<file path="config.mk">
export PLATFORM = sky130hd
export DESIGN_NAME = csa_mul_seq
export DESIGN_NICKNAME = d
export VERILOG_FILES = /design/src/rtl/csa_mul_seq.sv
export SDC_FILE = /design/constraint.sdc
export NUM_CORES = 1
export LEC_CHECK = 0
export CAP_MARGIN = 40
export CORE_ASPECT_RATIO = 0.75
export CORE_MARGIN = 4
export CORE_UTILIZATION = 25
export CTS_BUF_LIST = sky130_fd_sc_hd__clkbuf_8
export DETAILED_ROUTE_END_ITERATION = 8
export HOLD_SLACK_MARGIN = 0.05
export PLACE_DENSITY_LB_ADDON = 0.08
export REMOVE_ABC_BUFFERS = 1
export SETUP_SLACK_MARGIN = 0.5
export SLEW_MARGIN = 15
export SYNTH_ARGS = -nofsm -noshare
export SYNTH_HDL_FRONTEND = slang
export SYNTH_SLANG_ARGS = --single-unit
</file>
<file path="constraint.sdc">
create_clock -name clk -period 2.7 [get_ports clk]
set_input_delay 0.54 -clock clk [delete_from_list [all_inputs] [get_ports clk]]
set_output_delay 0.54 -clock clk [all_outputs]
set_load 0.05 [all_outputs]
</file>
<file path="src/rtl/csa_mul_seq.sv">
// Sequential radix-2 shift-add multiplier that keeps the running product in
// carry-save form and resolves it with a single carry-propagate add.

module csa #(
   parameter int WIDTH = 32
) (
   input  logic [WIDTH-1:0] a,
   input  logic [WIDTH-1:0] b,
   input  logic [WIDTH-1:0] d,
   output logic [WIDTH-1:0] ps,
   output logic [WIDTH-1:0] pc
);

   assign ps = a ^ b ^ d;
   assign pc = (a & b) | (a & d) | (b & d);

endmodule

module csa_mul_seq #(
   parameter int WIDTH = 32
) (
   input  logic             clk,
   input  logic             rst,
   input  logic             in_valid,
   output logic             in_ready,
   input  logic [WIDTH-1:0] a,
   input  logic [WIDTH-1:0] b,
   output logic             out_valid,
   input  logic             out_ready,
   output logic [WIDTH-1:0] result,
   output logic             busy
);

   localparam int CNT_W = $clog2(WIDTH);

   typedef enum logic [1:0] {
      IDLE    = 2'd0,
      ACCUM   = 2'd1,
      RESOLVE = 2'd2,
      OUT     = 2'd3
   } state_t;

   state_t state, state_nxt;

   logic [WIDTH-1:0] mcand;
   logic [WIDTH-1:0] mplier;
   logic [WIDTH-1:0] ps;
   logic [WIDTH-1:0] pc;
   logic [CNT_W-1:0] cnt;

   logic [WIDTH-1:0] pp;
   logic [WIDTH-1:0] pc_sh;
   logic [WIDTH-1:0] csa_ps;
   logic [WIDTH-1:0] csa_pc;
   logic             accept;
   logic             last_accum;

   // Carry-propagate add that collapses the redundant accumulator; the carry
   // out of the top bit is discarded, leaving the product modulo 2^WIDTH.
   function automatic logic [WIDTH-1:0] cpa(input logic [WIDTH-1:0] x,
                                            input logic [WIDTH-1:0] y);
      return x + y;
   endfunction

   assign in_ready   = (state == IDLE) && !rst;
   assign busy       = ((state == ACCUM) || (state == RESOLVE)) && !rst;
   assign accept     = in_valid && in_ready;

   // Leave the loop once no set multiplier bits remain above the current one.
   assign last_accum = (cnt == CNT_W'(WIDTH - 1)) || ((mplier >> 1) == '0);

   assign pp    = mplier[0] ? mcand : '0;
   assign pc_sh = pc << 1;

   csa #(.WIDTH(WIDTH)) u_csa (
      .a  (ps),
      .b  (pc_sh),
      .d  (pp),
      .ps (csa_ps),
      .pc (csa_pc)
   );

   always_ff @(posedge clk) begin
      if (rst) begin
         state <= IDLE;
      end else begin
         state <= state_nxt;
      end
   end

   always_comb begin
      state_nxt = state;
      case (state)
         IDLE: begin
            if (accept) begin
               state_nxt = (b == '0) ? RESOLVE : ACCUM;
            end
         end
         ACCUM: begin
            if (last_accum) begin
               state_nxt = RESOLVE;
            end
         end
         RESOLVE: begin
            state_nxt = OUT;
         end
         OUT: begin
            if (out_ready) begin
               state_nxt = IDLE;
            end
         end
         default: begin
            state_nxt = IDLE;
         end
      endcase
   end

   always_ff @(posedge clk) begin
      if (rst) begin
         mcand     <= '0;
         mplier    <= '0;
         ps        <= '0;
         pc        <= '0;
         cnt       <= '0;
         result    <= '0;
         out_valid <= 1'b0;
      end else begin
         case (state)
            IDLE: begin
               if (accept) begin
                  mcand  <= a;
                  mplier <= b;
                  ps     <= '0;
                  pc     <= '0;
                  cnt    <= '0;
               end
            end
            ACCUM: begin
               ps     <= csa_ps;
               pc     <= csa_pc;
               mcand  <= mcand << 1;
               mplier <= mplier >> 1;
               cnt    <= cnt + CNT_W'(1);
            end
            RESOLVE: begin
               result    <= cpa(ps, pc_sh);
               out_valid <= 1'b1;
            end
            OUT: begin
               if (out_ready) begin
                  out_valid <= 1'b0;
               end
            end
            default: begin
               out_valid <= 1'b0;
            end
         endcase
      end
   end

endmodule

</file>
; ---- Word-level counts from Yosys, hierarchy flattened
; Index checks and enable logic that the tools add are counted.
[totals]
regBits = 167
input_bits = 68
out_inout_bits = 35
[op_classes]
add_sub_neg = 2
eq_ne = 7
muxes = 17
bitwise_logic = 7
reduce_logical = 14
[op_table]
columns = op, count
row1 = $pmux W32 S2, 3
row2 = $mux W32, 4
row3 = $and A31 B31 Y31, 3
row4 = $logic_not A32 Y1, 2
row5 = $xor A32 B32 Y32, 2
row6 = $or A31 B31 Y31, 2
row7 = $pmux W31 S2, 1
row8 = $add A32 B32 Y32, 1
row9 = $pmux W5 S2, 1
row10 = $mux W2, 4
row11 = $pmux W2 S4, 1
row12 = $ne A2 B2 Y1 const B, 3
row13 = $add A5 B1 Y5 const B, 1
row14 = $eq A5 B5 Y1 const B, 1
row15 = $mux W5, 1
row16 = $eq A2 B2 Y1 const B, 2
row17 = $reduce_and A2 Y1, 2
row18 = $reduce_bool A2 Y1, 2
row19 = $logic_and A1 B1 Y1, 3
row20 = $reduce_and A3 Y1, 1
row21 = $eq A2 B1 Y1 const B, 1
row22 = $logic_not A2 Y1, 1
row23 = $logic_or A1 B1 Y1, 2
row24 = $pmux W1 S2, 1
row25 = 2 further kinds, 2

; ---- Depth between registers and ports, before layout
[depth]
ltp_word = 5
ltp_mapped = 10
ltp_nobuf = 10

; ---- Modules after synthesis
; A second synthesis with hierarchy kept.
[unflattened]
cells_unflattened = 999
area_unflattened_um2 = 9130.0
[by_module_without_submodules]
columns = mod, n_inst, cells_each, area_each_um2, seq_area_each_um2
row1 = csa_mul_seq, 1, 967, 8489.4, 3343.2
row2 = csa, 1, 32, 640.6, 0.0

; ---- Worst setup path before layout
; OpenSTA, ideal clock, no wires.
[synth_timing]
kind = input to register
start = input rst
end = register mcand[0]
setup_time_ns = 0.065
t_arrival_ns = 2.377
required_ns = 2.635
path_slack_ns = 0.258
stages = 7
path_cell_list = clkbuf_1 nor2b_1 and3b_1 clkbuf_1 clkbuf_1 a22oi_1 nor2_1
[synth_between]
elab_chain_len = 5
[synth_rtl]
columns = item, line
row1 = "start, declared", 23  ; input logic rst,
row2 = $logic_not A1 Y1, 65  ; assign in_ready = (state == IDLE) && !rst;
row3 = $logic_and A1 B1 Y1, 65
row4 = via in_ready, 25  ; output logic in_ready,
row5 = $logic_and A1 B1 Y1, 67  ; assign accept = in_valid && in_ready;
row6 = $ne A2 B2 Y1 (no line), -
row7 = $reduce_and A2 Y1 (no line), -
row8 = "end signal, assigned", 141  ; mcand <= mcand << 1;
row9 = "end, declared", 45  ; logic [WIDTH-1:0] mcand;
; The timed path passes the listed nets, and every way through them passes these cells.
; A chain may end at the register's enable or synchronous reset.

; ---- Worst setup path in the final report
[layout_timing]
start = register ps[1]
end = register result[31]
[layout_between]
elab_chain_len = 1
[layout_rtl]
columns = item, line
row1 = "start, declared", 47  ; logic [WIDTH-1:0] ps;
row2 = "start signal, assigned", 139  ; ps <= csa_ps;
row3 = $add A32 B32 Y32, 62  ; return x + y;
row4 = "end signal, assigned", 146  ; result <= cpa(ps, pc_sh);
row5 = "end, declared", 30  ; output logic [WIDTH-1:0] result,
; Every way passes these cells.

==> results <==
- The initial antenna violation count is 0.
- Together, buffers and inverters on the worst path number 2.
- The number of cells traversed by the worst register-to-register path is 11.
- Setup repair after global routing could not meet its margin everywhere.
- Walking the worst path, the cells encountered are ha_4, inv_2, fa_2, nor2b_4, o2111ai_4, a21oi_2, buf_4, o21bai_4, a21oi_2, or3_1, a311oi_2.
- The worst hold path was traced through 2 stages.
- The number of instances in the synthesized netlist is 979.
- In the routed design, unresolved DRC markers number 0.
- Of all cell types, the one taking the most synthesized area is sky130_fd_sc_hd__dfxtp_1.
- The critical path's largest stage delay is between 0.3 and 0.4 ns.
- The worst path required time is between 3 and 4 ns.
- The flow ran to the end, and the final reports show no timing, DRC or antenna violations.
- For this run, global-route usage on met1 was measured as between 20% and 30%.
- The worst register-to-register path has a setup slack of 0.35 ns.
- The final HPWL from detailed placement is roughly 19,000 um.
- The worst-case IR drop observed on VDD is 0.246 mV.
- met2 is the most crowded layer.
- Setup violations remaining at the end of the flow were counted as 0.
- The footprint of the multi-input gates is 0.00574 mm2.
- Counting flops with an async set or reset pin after synthesis yields a share of 0%.
- Global routing used 14.3% of the available tracks.
- Compared with the post-synthesis result, the final layout area differs by 32.0%.
- The count of clock tree sinks is 167.
- The via count of the first global-routing pass came to 7,704.
- The critical path crosses 11 cells after its start point.
- For this run, the detailed router's first-pass iteration total came to 7.
- Across all hold checks on the routed design, the worst slack comes to 0.380 ns.
- The top flip-flop cell by instance count after synthesis is sky130_fd_sc_hd__dfxtp_1.
- The clock transition time at the flip-flop clock pins of the worst setup and hold paths is approximately 0.10 ns.
- STA puts the critical path data arrival time at 2.76 ns.
- The clock insertion delay at the later pin of the skew report is 0.50 ns.
- The worst hold path begins at rst.
- For this run, global-route usage on met2 was measured as between 20% and 30%.
- The final layout contains routed wiring with a total length of between 20,000 and 30,000 um.
- The die area is 0.0386 mm2.
- The floorplan step set the die height to 171 um.
- The maximum root-to-sink buffer count is 2.
- Detailed routing inserted a total of 7,672 vias.
- The number of storage elements in the synthesis netlist is 167.
- The areal power density over the cells is 591 mW/mm2.
- The mean area per synthesized cell is 9.05 um2.
- The reg-to-reg critical path endpoint is result[31]$_SDFFE_PP0P_.
- The worst setup path is launched from a flop.
- The core utilization of the finished layout is 33.6%.
- The first global-routing pass estimated 43,500 um of wire.
- Of the available clock period, the critical path in the final layout requires about 87%.
- The DRC violation total after the first TritonRoute iteration is between 400 and 500.
- 0 antenna diodes ended up in the layout.
- Once the floorplan was initialized, standard cells occupied 25.4% of the core.
- During I/O placement, the number of pins put on the boundary was 103.
- The post-route clock skew is 0.0189 ns.
- Synthesis instantiated 60 different standard cells from the library.
- The max-slew violation total from the final report is 0.
- The pin slew with the least headroom to its limit is about 0.60 ns.
- The number of hold violations in the final report came to 0.
- The depth of the CTS H-tree is 4.
- The final-stage net count is about 1,200.
- The cell with the most instances on the worst path is sky130_fd_sc_hd__a21oi_2.
- Along the worst path, the maximum fanout reaches 6.
- The number of warnings printed during yosys synthesis is 0.
- By instance count, the leading cell after synthesis is sky130_fd_sc_hd__dfxtp_1.
- The area taken by flip-flops and latches is roughly 0.0034 mm2.
- The chip width is 225 um.
- The CTS tree is yes.
- The worst pin sits at a relative slew slack of 59.3%.
- The path class of the tightest hold or removal check is in2reg.
- The count of standard-cell rows is between 50 and 60.
- In the final layout, the share of cells above drive strength 1 is 18.4%.
- On the critical path, the stage with the largest delay is an instance of sky130_fd_sc_hd__or3_1.
- Broken down by cell family, the worst path's largest delay share belongs to compound AO/OA/AOI/OAI gates.
- The sink of the worst hold path is out_valid$_SDFFE_PP0P_.
- The max-cap check violation count is 0.
- The worst register-to-register path begins at ps[1]$_SDFFE_PP0P_.
- The maximum clock frequency is about 0.43 GHz.
- The number of clock buffers inserted by TritonCTS is 17.
- The number of port buffers is 102.
- The via density per instance is 4.92.
- The cell leakage power is between 4 and 5 nW.
- The placeable core region is about 0.035 mm2.
- The met3 usage in global routing is approximately 2.7%.
- In the post-synthesis netlist, the biggest area contributors are sky130_fd_sc_hd__dfxtp_1, sky130_fd_sc_hd__fa_1, sky130_fd_sc_hd__nor2_1.
- The area share of the largest cell type after synthesis is 37.7%.
- The clock period minus final worst setup slack is about 2.3 ns.
- The overflow left after global routing is 0.
- The number of inserted filler cells in the final layout is 3,655.
- The critical path in this run is classified as reg2reg.
- The pin count of the biggest net entering global routing is 82.
- Ranked by instance count, the synthesized netlist is headed by sky130_fd_sc_hd__dfxtp_1, sky130_fd_sc_hd__nor2_1, sky130_fd_sc_hd__a22oi_1, sky130_fd_sc_hd__clkbuf_1, sky130_fd_sc_hd__a211oi_1.
- For the final routed database, the setup TNS stands at 0 ns.
- Once detail routing completed, the nets flagged for antenna violations numbered 0.
- In the final routed layout, each cell accounts on average for around 18 um.
- The netlist area before placement is 0.00886 mm2.
- Routability-driven placement finished with a final weighted congestion of 0.754.
- Total power for the finished layout comes to approximately 6.9 mW.
- The post-synthesis sequential area ratio is 37.7%.
- The number of enable flip-flop cells after synthesis is 0.
- The worst setup path is captured at a flop.
- The cell sitting at the root of the clock tree is a sky130_fd_sc_hd__clkbuf_8.
## worst max path at each step
stage / start / endpoint / slack [ns]
2_1_floorplan: state[1]$_SDFFE_PP0P_ / mcand[10]$_SDFFE_PP0P_ / -2.58
3_3_place_gp: b[28] / state[1]$_SDFFE_PP0P_ / 0.04
3_5_place_dp: pc[0]$_SDFFE_PP0P_ / result[23]$_SDFFE_PP0P_ / 0.04
4_1_cts: ps[1]$_SDFFE_PP0P_ / result[23]$_SDFFE_PP0P_ / 0.35
5_1_grt: ps[1]$_SDFFE_PP0P_ / result[31]$_SDFFE_PP0P_ / 0.25
6_report: ps[1]$_SDFFE_PP0P_ / result[31]$_SDFFE_PP0P_ / 0.35
## where the power goes
part	internal (mW)	total [mW]	switching [mW]
logic	0.804	2.02	1.22
registers	2.77	3.02	0.253
clock network	0.824	1.87	1.05
## registers in the layout (all words and copies together), names as in the netlist
name	flops
cnt	5
mcand	32
mplier	32
out_valid	1
pc	31
ps	32
result	32
state	2
## cell usage in the layout (no fill, tap or decap), types with 17 or more instances in the layout
cell type | synthesis | routed
sky130_fd_sc_hd__clkdlybuf4s50_1 | 0 | 66
sky130_fd_sc_hd__buf_4 | 0 | 54
sky130_fd_sc_hd__a21oi_1 | 39 | 25
sky130_fd_sc_hd__nor2_1 | 160 | 157
sky130_fd_sc_hd__nand2_1 | 36 | 35
sky130_fd_sc_hd__mux2i_1 | 48 | 47
sky130_fd_sc_hd__and2_1 | 33 | 31
sky130_fd_sc_hd__dlygate4sd2_1 | 0 | 32
sky130_fd_sc_hd__nor3_1 | 19 | 17
sky130_fd_sc_hd__a211oi_1 | 49 | 44
sky130_fd_sc_hd__fa_1 | 31 | 30
sky130_fd_sc_hd__clkbuf_8 | 0 | 17
sky130_fd_sc_hd__a22oi_1 | 66 | 66
sky130_fd_sc_hd__ha_4 | 0 | 17
sky130_fd_sc_hd__dfxtp_1 | 167 | 141
sky130_fd_sc_hd__a222oi_1 | 22 | 22
sky130_fd_sc_hd__dfxtp_2 | 0 | 19
## cells by family after synthesis
group,count (synthesis),share of synthesized area [%]
AOI/OAI and AO/OA,267,22.1
buffers and inverters,89,3.80
muxes,49,5.55
xor gates and xnor gates,11,1.09
DFF,167,37.7
and+or+nand+nor,327,17.4
adders and majority gates,69,12.4
## metal layers
layer	routed length [um]	share of wire (%)
met1	14100	52
met2	12100	44
met3	801	2.9
met4	307	1.1
met5	0	0
## metrics by stage
| step | instances | area (um2) | setup slack, ns |
|---|---|---|---|
| 2_1_floorplan | 907 | 8590 | -2.58 |
| 3_3_place_gp | 1494 | 10500 | 0.0450 |
| 3_5_place_dp | 1494 | 10500 | 0.0399 |
| 4_1_cts | 1542 | 11300 | 0.349 |
| 5_1_grt | 1560 | 11700 | 0.251 |
| 6_report | 1560 | 11700 | 0.353 |
## worst reg2reg max path, stage by stage (launching register included)
cell and delay [ns]:
sky130_fd_sc_hd__dfxtp_2 0.35, sky130_fd_sc_hd__ha_4 0.16, sky130_fd_sc_hd__inv_2 0.05, sky130_fd_sc_hd__fa_2 0.22
sky130_fd_sc_hd__nor2b_4 0.06, sky130_fd_sc_hd__o2111ai_4 0.21, sky130_fd_sc_hd__a21oi_2 0.10, sky130_fd_sc_hd__buf_4 0.15
sky130_fd_sc_hd__o21bai_4 0.24, sky130_fd_sc_hd__a21oi_2 0.11, sky130_fd_sc_hd__or3_1 0.37, sky130_fd_sc_hd__a311oi_2 0.25
## final cells by class
class	count	area share (%)
sequential	167	29.0
timing repair buffer	164	13.2
multi-input combinational	723	49.1
clock buffer	17	2.00
inverter	17	0.546
clock inverter	15	1.30
tap	457	4.89
## what timing repair did
item	CTS	global route
pin swaps	23	38
resized for setup	115	65
buffers inserted	16	18
hold buffers	0	0
endpoints found under the setup margin	55	25
Note: power is estimated with default switching activity, not from simulation.
